--- config.mk ---
export PLATFORM = sky130hd
export DESIGN_NAME = pipeline_hazard_ctrl
export DESIGN_NICKNAME = d
export VERILOG_FILES = /design/src/rtl/pipeline_pkg.sv /design/src/rtl/pipeline_hazard_ctrl_scoreboard.sv /design/src/rtl/pipeline_hazard_ctrl.sv
export SDC_FILE = /design/constraint.sdc
export NUM_CORES = 1
export LEC_CHECK = 0
export ABC_AREA = 0
export BUFFER_PORTS_ARGS = -buffer_cell sky130_fd_sc_hd__buf_4
export CAP_MARGIN = 15
export CORE_AREA = 2 2 82 84
export DETAILED_ROUTE_END_ITERATION = 7
export DIE_AREA = 0 0 84 86
export MAX_ROUTING_LAYER = met4
export PLACE_DENSITY = 0.7
export SLEW_MARGIN = 0
export SYNTH_ARGS = -nofsm -noshare
export SYNTH_HDL_FRONTEND = slang
export SYNTH_SLANG_ARGS = --single-unit
export TNS_END_PERCENT = 50
--- constraint.sdc ---
create_clock -name clk -period 13.3 [get_ports clk]
set_clock_uncertainty 0.2 [all_clocks]
set_input_delay 2.66 -clock clk [delete_from_list [all_inputs] [get_ports clk]]
set_output_delay 2.66 -clock clk [all_outputs]
set_load 0.005 [all_outputs]
--- src/rtl/pipeline_pkg.sv ---
`default_nettype none
// ============================================================================
// Module      : pipeline_pkg
// Description : Shared types and constants for the decode-stage hazard
//               controller. It holds the controller state encoding, the
//               architectural register count and a one-hot helper.
// Revision    : 1.0 - initial release
// ============================================================================
package pipeline_pkg;

  localparam int REG_COUNT = 32;
  localparam int REG_IDX_W = 5;

  typedef enum logic [1:0] {
    IDLE  = 2'd0,
    DRAIN = 2'd1,
    ECALL = 2'd2
  } hazard_state_t;

  // Returns a one-hot mask that selects register idx. Bit 0 (x0) is never
  // busy, so masking it has no effect.
  function automatic logic [REG_COUNT-1:0] reg_onehot(input logic [REG_IDX_W-1:0] idx);
    logic [REG_COUNT-1:0] mask;
    mask = '0;
    mask[idx] = 1'b1;
    return mask;
  endfunction

endpackage
`default_nettype wire

--- src/rtl/pipeline_hazard_ctrl_scoreboard.sv ---
`default_nettype none
// ============================================================================
// Module      : reg_scoreboard
// Description : Register write-pending scoreboard. There is one bit per
//               architectural register. A set and a clear aimed at the same
//               register in the same cycle leave the bit set, because the new
//               writer is younger than the one that is retiring. x0 is
//               hard-wired to 0.
// Ports       : clk        rising-edge clock
//               reset      synchronous active-high reset (clears all bits)
//               set_valid  mark set_reg as pending at the next edge
//               set_reg    register to mark
//               clr_valid  clear clr_reg at the next edge
//               clr_reg    register to clear
//               busy_regs  pending-write vector, bit n = xn
// Revision    : 1.0 - initial release
// ============================================================================
module reg_scoreboard
  import pipeline_pkg::*;
(
  input  logic                 clk,
  input  logic                 reset,
  input  logic                 set_valid,
  input  logic [REG_IDX_W-1:0] set_reg,
  input  logic                 clr_valid,
  input  logic [REG_IDX_W-1:0] clr_reg,
  output logic [REG_COUNT-1:0] busy_regs
);

  assign busy_regs[0] = 1'b0;

  for (genvar n = 1; n < REG_COUNT; n++) begin : g_bit
    logic busy_q;

    // Set is tested before clear so that set wins on a collision.
    always_ff @(posedge clk) begin
      if (reset) begin
        busy_q <= 1'b0;
      end else if (set_valid && (set_reg == REG_IDX_W'(n))) begin
        busy_q <= 1'b1;
      end else if (clr_valid && (clr_reg == REG_IDX_W'(n))) begin
        busy_q <= 1'b0;
      end
    end

    assign busy_regs[n] = busy_q;
  end

endmodule
`default_nettype wire

--- src/rtl/pipeline_hazard_ctrl.sv ---
`default_nettype none
// ============================================================================
// Module      : pipeline_hazard_ctrl
// Description : Decode-stage hazard controller. It stalls on RAW and WAW
//               hazards against a register scoreboard, limits the number of
//               instructions in flight, and serialises ECALL. An ECALL first
//               drains the pipeline and then holds ecall_req until the handler
//               reports ecall_done.
// Config      : HAZARD_RETIRE_BYPASS_EN - when defined, a register that
//               retires this cycle counts as free in the hazard check, which
//               removes one stall cycle.
// Ports       : clk, reset                 clock / sync active-high reset
//               dec_valid, dec_r1_reg, dec_r2_reg, dec_dst_reg, dec_ecall
//                                          decoded instruction
//               next_stage_ready           execute stage can accept
//               retire_valid, retire_dst_reg  writeback retirement
//               flush                      squash instruction in decode
//               ecall_done                 system-call handler finished
//               issue_valid, dec_ready     issue / decode-advance strobes
//               ecall_req                  drained, ECALL being serviced
//               busy_regs                  scoreboard
//               inflight_cnt               issued-but-unretired count
// Revision    : 1.0 - initial release
// ============================================================================
module pipeline_hazard_ctrl
  import pipeline_pkg::*;
#(
  parameter int MAX_INFLIGHT = 8,
  parameter int CNT_W        = $clog2(MAX_INFLIGHT) + 1
) (
  input  logic                 clk,
  input  logic                 reset,
  input  logic                 dec_valid,
  input  logic [REG_IDX_W-1:0] dec_r1_reg,
  input  logic [REG_IDX_W-1:0] dec_r2_reg,
  input  logic [REG_IDX_W-1:0] dec_dst_reg,
  input  logic                 dec_ecall,
  input  logic                 next_stage_ready,
  input  logic                 retire_valid,
  input  logic [REG_IDX_W-1:0] retire_dst_reg,
  input  logic                 flush,
  input  logic                 ecall_done,
  output logic                 issue_valid,
  output logic                 dec_ready,
  output logic                 ecall_req,
  output logic [REG_COUNT-1:0] busy_regs,
  output logic [CNT_W-1:0]     inflight_cnt
);

  hazard_state_t        state;
  hazard_state_t        state_next;
  logic [CNT_W-1:0]     cnt_next;
  logic [REG_COUNT-1:0] busy_eff;
  logic                 hazard;
  logic                 has_room;
  logic                 retire_ok;

  // --------------------------------------------------------------------------
  // Hazard detection
  // --------------------------------------------------------------------------
`ifdef HAZARD_RETIRE_BYPASS_EN
  // A register that retires this cycle is already written back, so it is
  // treated as free now rather than after the scoreboard updates.
  assign busy_eff = retire_valid ? (busy_regs & ~reg_onehot(retire_dst_reg)) : busy_regs;
`else
  assign busy_eff = busy_regs;
`endif

  assign hazard = ((dec_r1_reg  != '0) && busy_eff[dec_r1_reg])  ||
                  ((dec_r2_reg  != '0) && busy_eff[dec_r2_reg])  ||
                  ((dec_dst_reg != '0) && busy_eff[dec_dst_reg]);

  assign has_room = (inflight_cnt < CNT_W'(MAX_INFLIGHT));

  // The reset term holds the strobes low while reset is asserted, even though
  // the registered state has not yet returned to IDLE.
  assign issue_valid = !reset && dec_valid && !dec_ecall && !hazard && !flush &&
                       (state == IDLE) && has_room && next_stage_ready;

  assign dec_ready = !reset &&
                     (issue_valid || flush || ((state == ECALL) && ecall_done));

  assign ecall_req = !reset && (state == ECALL);

  // --------------------------------------------------------------------------
  // Scoreboard
  // --------------------------------------------------------------------------
  reg_scoreboard u_scoreboard (
    .clk       (clk),
    .reset     (reset),
    .set_valid (issue_valid && (dec_dst_reg != '0)),
    .set_reg   (dec_dst_reg),
    .clr_valid (retire_valid),
    .clr_reg   (retire_dst_reg),
    .busy_regs (busy_regs)
  );

  // --------------------------------------------------------------------------
  // In-flight counter
  // --------------------------------------------------------------------------
  // A spurious retire with nothing in flight is dropped so the count cannot
  // wrap.
  assign retire_ok = retire_valid && (inflight_cnt != '0);

  always_comb begin
    cnt_next = inflight_cnt;
    case ({issue_valid, retire_ok})
      2'b10:   cnt_next = inflight_cnt + CNT_W'(1);
      2'b01:   cnt_next = inflight_cnt - CNT_W'(1);
      default: cnt_next = inflight_cnt;
    endcase
  end

  always_ff @(posedge clk) begin
    if (reset) begin
      inflight_cnt <= '0;
    end else begin
      inflight_cnt <= cnt_next;
    end
  end

  always_ff @(posedge clk) begin
    if (!reset) begin
      assert (!(retire_valid && (inflight_cnt == '0)))
        else $warning("pipeline_hazard_ctrl: retire with no instruction in flight");
    end
  end

  // --------------------------------------------------------------------------
  // ECALL serialisation FSM
  // --------------------------------------------------------------------------
  always_ff @(posedge clk) begin
    if (reset) begin
      state <= IDLE;
    end else begin
      state <= state_next;
    end
  end

  always_comb begin
    state_next = state;
    case (state)
      IDLE: begin
        if (dec_valid && dec_ecall && !flush) begin
          state_next = DRAIN;
        end
      end
      DRAIN: begin
        // Compare against the next count so that the last retire moves us on
        // in the same cycle. Nothing issues in DRAIN, so only retires reach
        // cnt_next here.
        if (flush) begin
          state_next = IDLE;
        end else if (cnt_next == '0) begin
          state_next = ECALL;
        end
      end
      ECALL: begin
        if (ecall_done) begin
          state_next = IDLE;
        end
      end
      default: state_next = IDLE;
    endcase
  end

endmodule
`default_nettype wire

==> results.py <==
metrics = {
    "logic_synthesis": {
        "syn_inst": 308,
        "yosys_register_bits": 37,
        "synth_top_area_frac": 0.2534,
        "yosysUniqueCellTypes": 55,
        "synthArstFlopShare": 0,
        "synthTopCellsByCount": "37 x dfxtp_1, 34 x buf_4, 23 x nand3_1, 22 x nand2_1, 21 x o31ai_1",
        "synth_area_leaders": "dfxtp_1 25%, mux4_2 12%, buf_4 8.7%, o31ai_1 5.4%, nand3_1 3.9%",
        "synth_flop_cell": "dfxtp_1",
        "synth-edff-count": 0,
        "yosysWarnings": 0,
        "ys_seq_area_frac": 0.2534,
        "avgSynthCellArea_um2": 9.490,
        "syn_nets": 340,
        "yosysTopAreaCell": "dfxtp_1",
        "yosysMostFrequentCell": "dfxtp_1",
        "syn_area_um2": 2923,
    },
    "cts": {
        "clk_pin_slew_worst_paths_ps": 70,
        "cts_tree": "yes",
        "cts_resized": 0,
        "clkLatencyLatePin_ps": 290,
        "clk_path_buf_depth": 2,
        "cts.htree.levels": 2,
        "cts.sinks": 37,
        "cts_root_buf": "clkbuf_8",
        "hold_buffers": 0,
        "cts_inserted_buffers": 5,
        "cts_setup_buffers": 0,
    },
    "power_and_ir_drop": {
        "powerDensity_nw_per_um2": 90.90,
        "fin_total_pwr_mw": 0.2946,
        "cellLeakagePower_nw": 1.268,
        "vdd_drop_max_mv": 0.06105,
    },
    "routing": {
        "wl_met1_um": 3556,
        "via_per_inst": 6.563,
        "routedWlPerCell_um": 20.65,
        "routed_wl_um": 8321,
        "route.met3.wl_um": 666,
        "vias": 2645,
        "drt-initial-drc-count": 241,
        "final_antenna_net_count": 0,
        "dr.pass1.iters": 5,
        "routed.top_layer": "met4",
        "detail_route.drc_violations": 0,
        "dr_wl_met2_um": 3873,
    },
    "outcome": {
        "status": "complete, no violations",
    },
    "worst_setup_path": {
        "cp-start-kind": "input port",
        "critPathArrivalTime_ps": 5410,
        "worst_setup_path_end_kind": "primary output",
        "crit_required_ps": 10440,
        "critical_path.max_fanout": 34,
        "path_class": "input port to primary output",
    },
    "sta": {
        "final_max_slew_viol_count": 0,
        "fmax_mhz": 120.9,
        "setup_slack_ps": 5031,
        "worst_pin_slew_ps": 995.8,
        "setup_tns_ps": 0,
        "holdWs_ps": 336.4,
        "setup_violations": 0,
        "rsz0062_at_grt": "no",
        "post-route-period-util": 0.6217,
        "period_needed_ps": 8269,
        "slew_headroom": 0.3346,
        "hold_viol": 0,
    },
    "place": {
        "dpl-instance-area_um2": 3139,
        "place_ws_ps": 5027,
        "dp.cells": 395,
        "place_congestion": 0.9556,
        "dp_hpwl_um": 6190,
        "numPortBuffers": 65,
    },
    "final_layout": {
        "nFillCells": 598,
        "drive_above_1_share": 0.3190,
        "fin_cells": 403,
        "design_area_um2": 3241,
        "area_delta_synth_final_pct": 10.87,
        "multi_input_area_um2": 1784,
        "finalNetCount": 357,
        "fin_util": 0.5162,
        "ff_latch_area_um2": 740.7,
        "diodes": 0,
    },
    "floorplan": {
        "core_area_um2": 6277,
        "io_pins": 67,
        "die_w_um": 84,
        "rows": 29,
        "die_area_um2": 7224,
        "start_util": 0.4656,
        "die_y_um": 86,
    },
    "global_routing": {
        "grt_max_degree": 35,
        "grt_pass1_vias": 2406,
        "grt.total_usage": 0.2398,
        "grt_overflow": 0,
        "antenna_found_initial": 0,
        "grt_pass1_wl_um": 13240,
    },
    "job": {
        "maxCapViolCount": 0,
    },
    "hold_path": {
        "hp-class": "register to register",
    },
}
## layout by cell type (no fill, tap or decap), types with 4 or more instances in the layout
master    instances
a21oi_1           4
o211ai_1         12
nor3b_1           5
buf_4            65
nand2_1          22
nand3_1          23
nand2b_1          8
nor2b_1           8
clkbuf_8          7
o41ai_1           5
nand4b_1          4
mux2i_1           7
mux4_1            4
mux2_2            5
o311ai_0          4
inv_1             8
dfxtp_1          37
o31ai_1          21
nor3_1            4
nor2_1           12
mux4_2           15
## final cells by class
cell class                 count  area share
tap                           77     0.02973
clock buffer                   7     0.02973
sequential                    37      0.2286
clock inverter                 1    0.001544
inverter                       8    0.009266
timing repair buffer          65      0.1506
multi-input combinational    208      0.5506
## worst max-delay path, cell delays in order
cell and delay [ps]:
buf_4 150, mux4_2 520, a2111oi_2 320, nand3_1 140
nor4_2 290, nand4_2 790, a21oi_1 380, buf_4 150
## logic make-up (layout without fill, tap and decap cells)
group,count (synthesis),in the layout,synth area share
other,1,1,0.001283
AND/OR/NAND/NOR,99,99,0.1841
multiplexers,31,31,0.1948
AO/OA/AOI/OAI,69,69,0.1986
buffers and inverters,63,81,0.1361
flip-flops,37,37,0.2534
adder cells (fa/ha/maj),4,4,0.01969
XOR/XNOR,4,4,0.01199
## worst paths after layout
path | start | end | slack (ps) | depth (start not counted)
worst min register to register | u_scoreboard.g_bit[20].busy_q | u_scoreboard.g_bit[20].busy_q | 340 | 2
worst min-delay path | u_scoreboard.g_bit[20].busy_q | u_scoreboard.g_bit[20].busy_q | 340 | 2
worst max-delay path | dec_r2_reg[2] | dec_ready | 5030 | 8
worst max register to register | u_scoreboard.g_bit[18].busy_q | state[1] | 8590 | 13
## power by group
group          switching [mW]  internal [mW]  total [mW]
sequential            0.00740          0.115       0.123
clock                  0.0406         0.0468      0.0875
combinational          0.0468         0.0376      0.0844
total                  0.0948          0.200       0.295
## per-layer routing
metal	vias to the layer above	global-route usage
met2	145	0.3709
met4	0	0.09091
li1	1194	-
met3	24	0.03561
met1	1282	0.3201
met5	-	-
## state kept, by name, summed over array words and instances, names as in the netlist
signal,cells
inflight_cnt,4
state,2
u_scoreboard.g_bit.busy_q,31
Note: power is estimated with default switching activity, not from simulation.
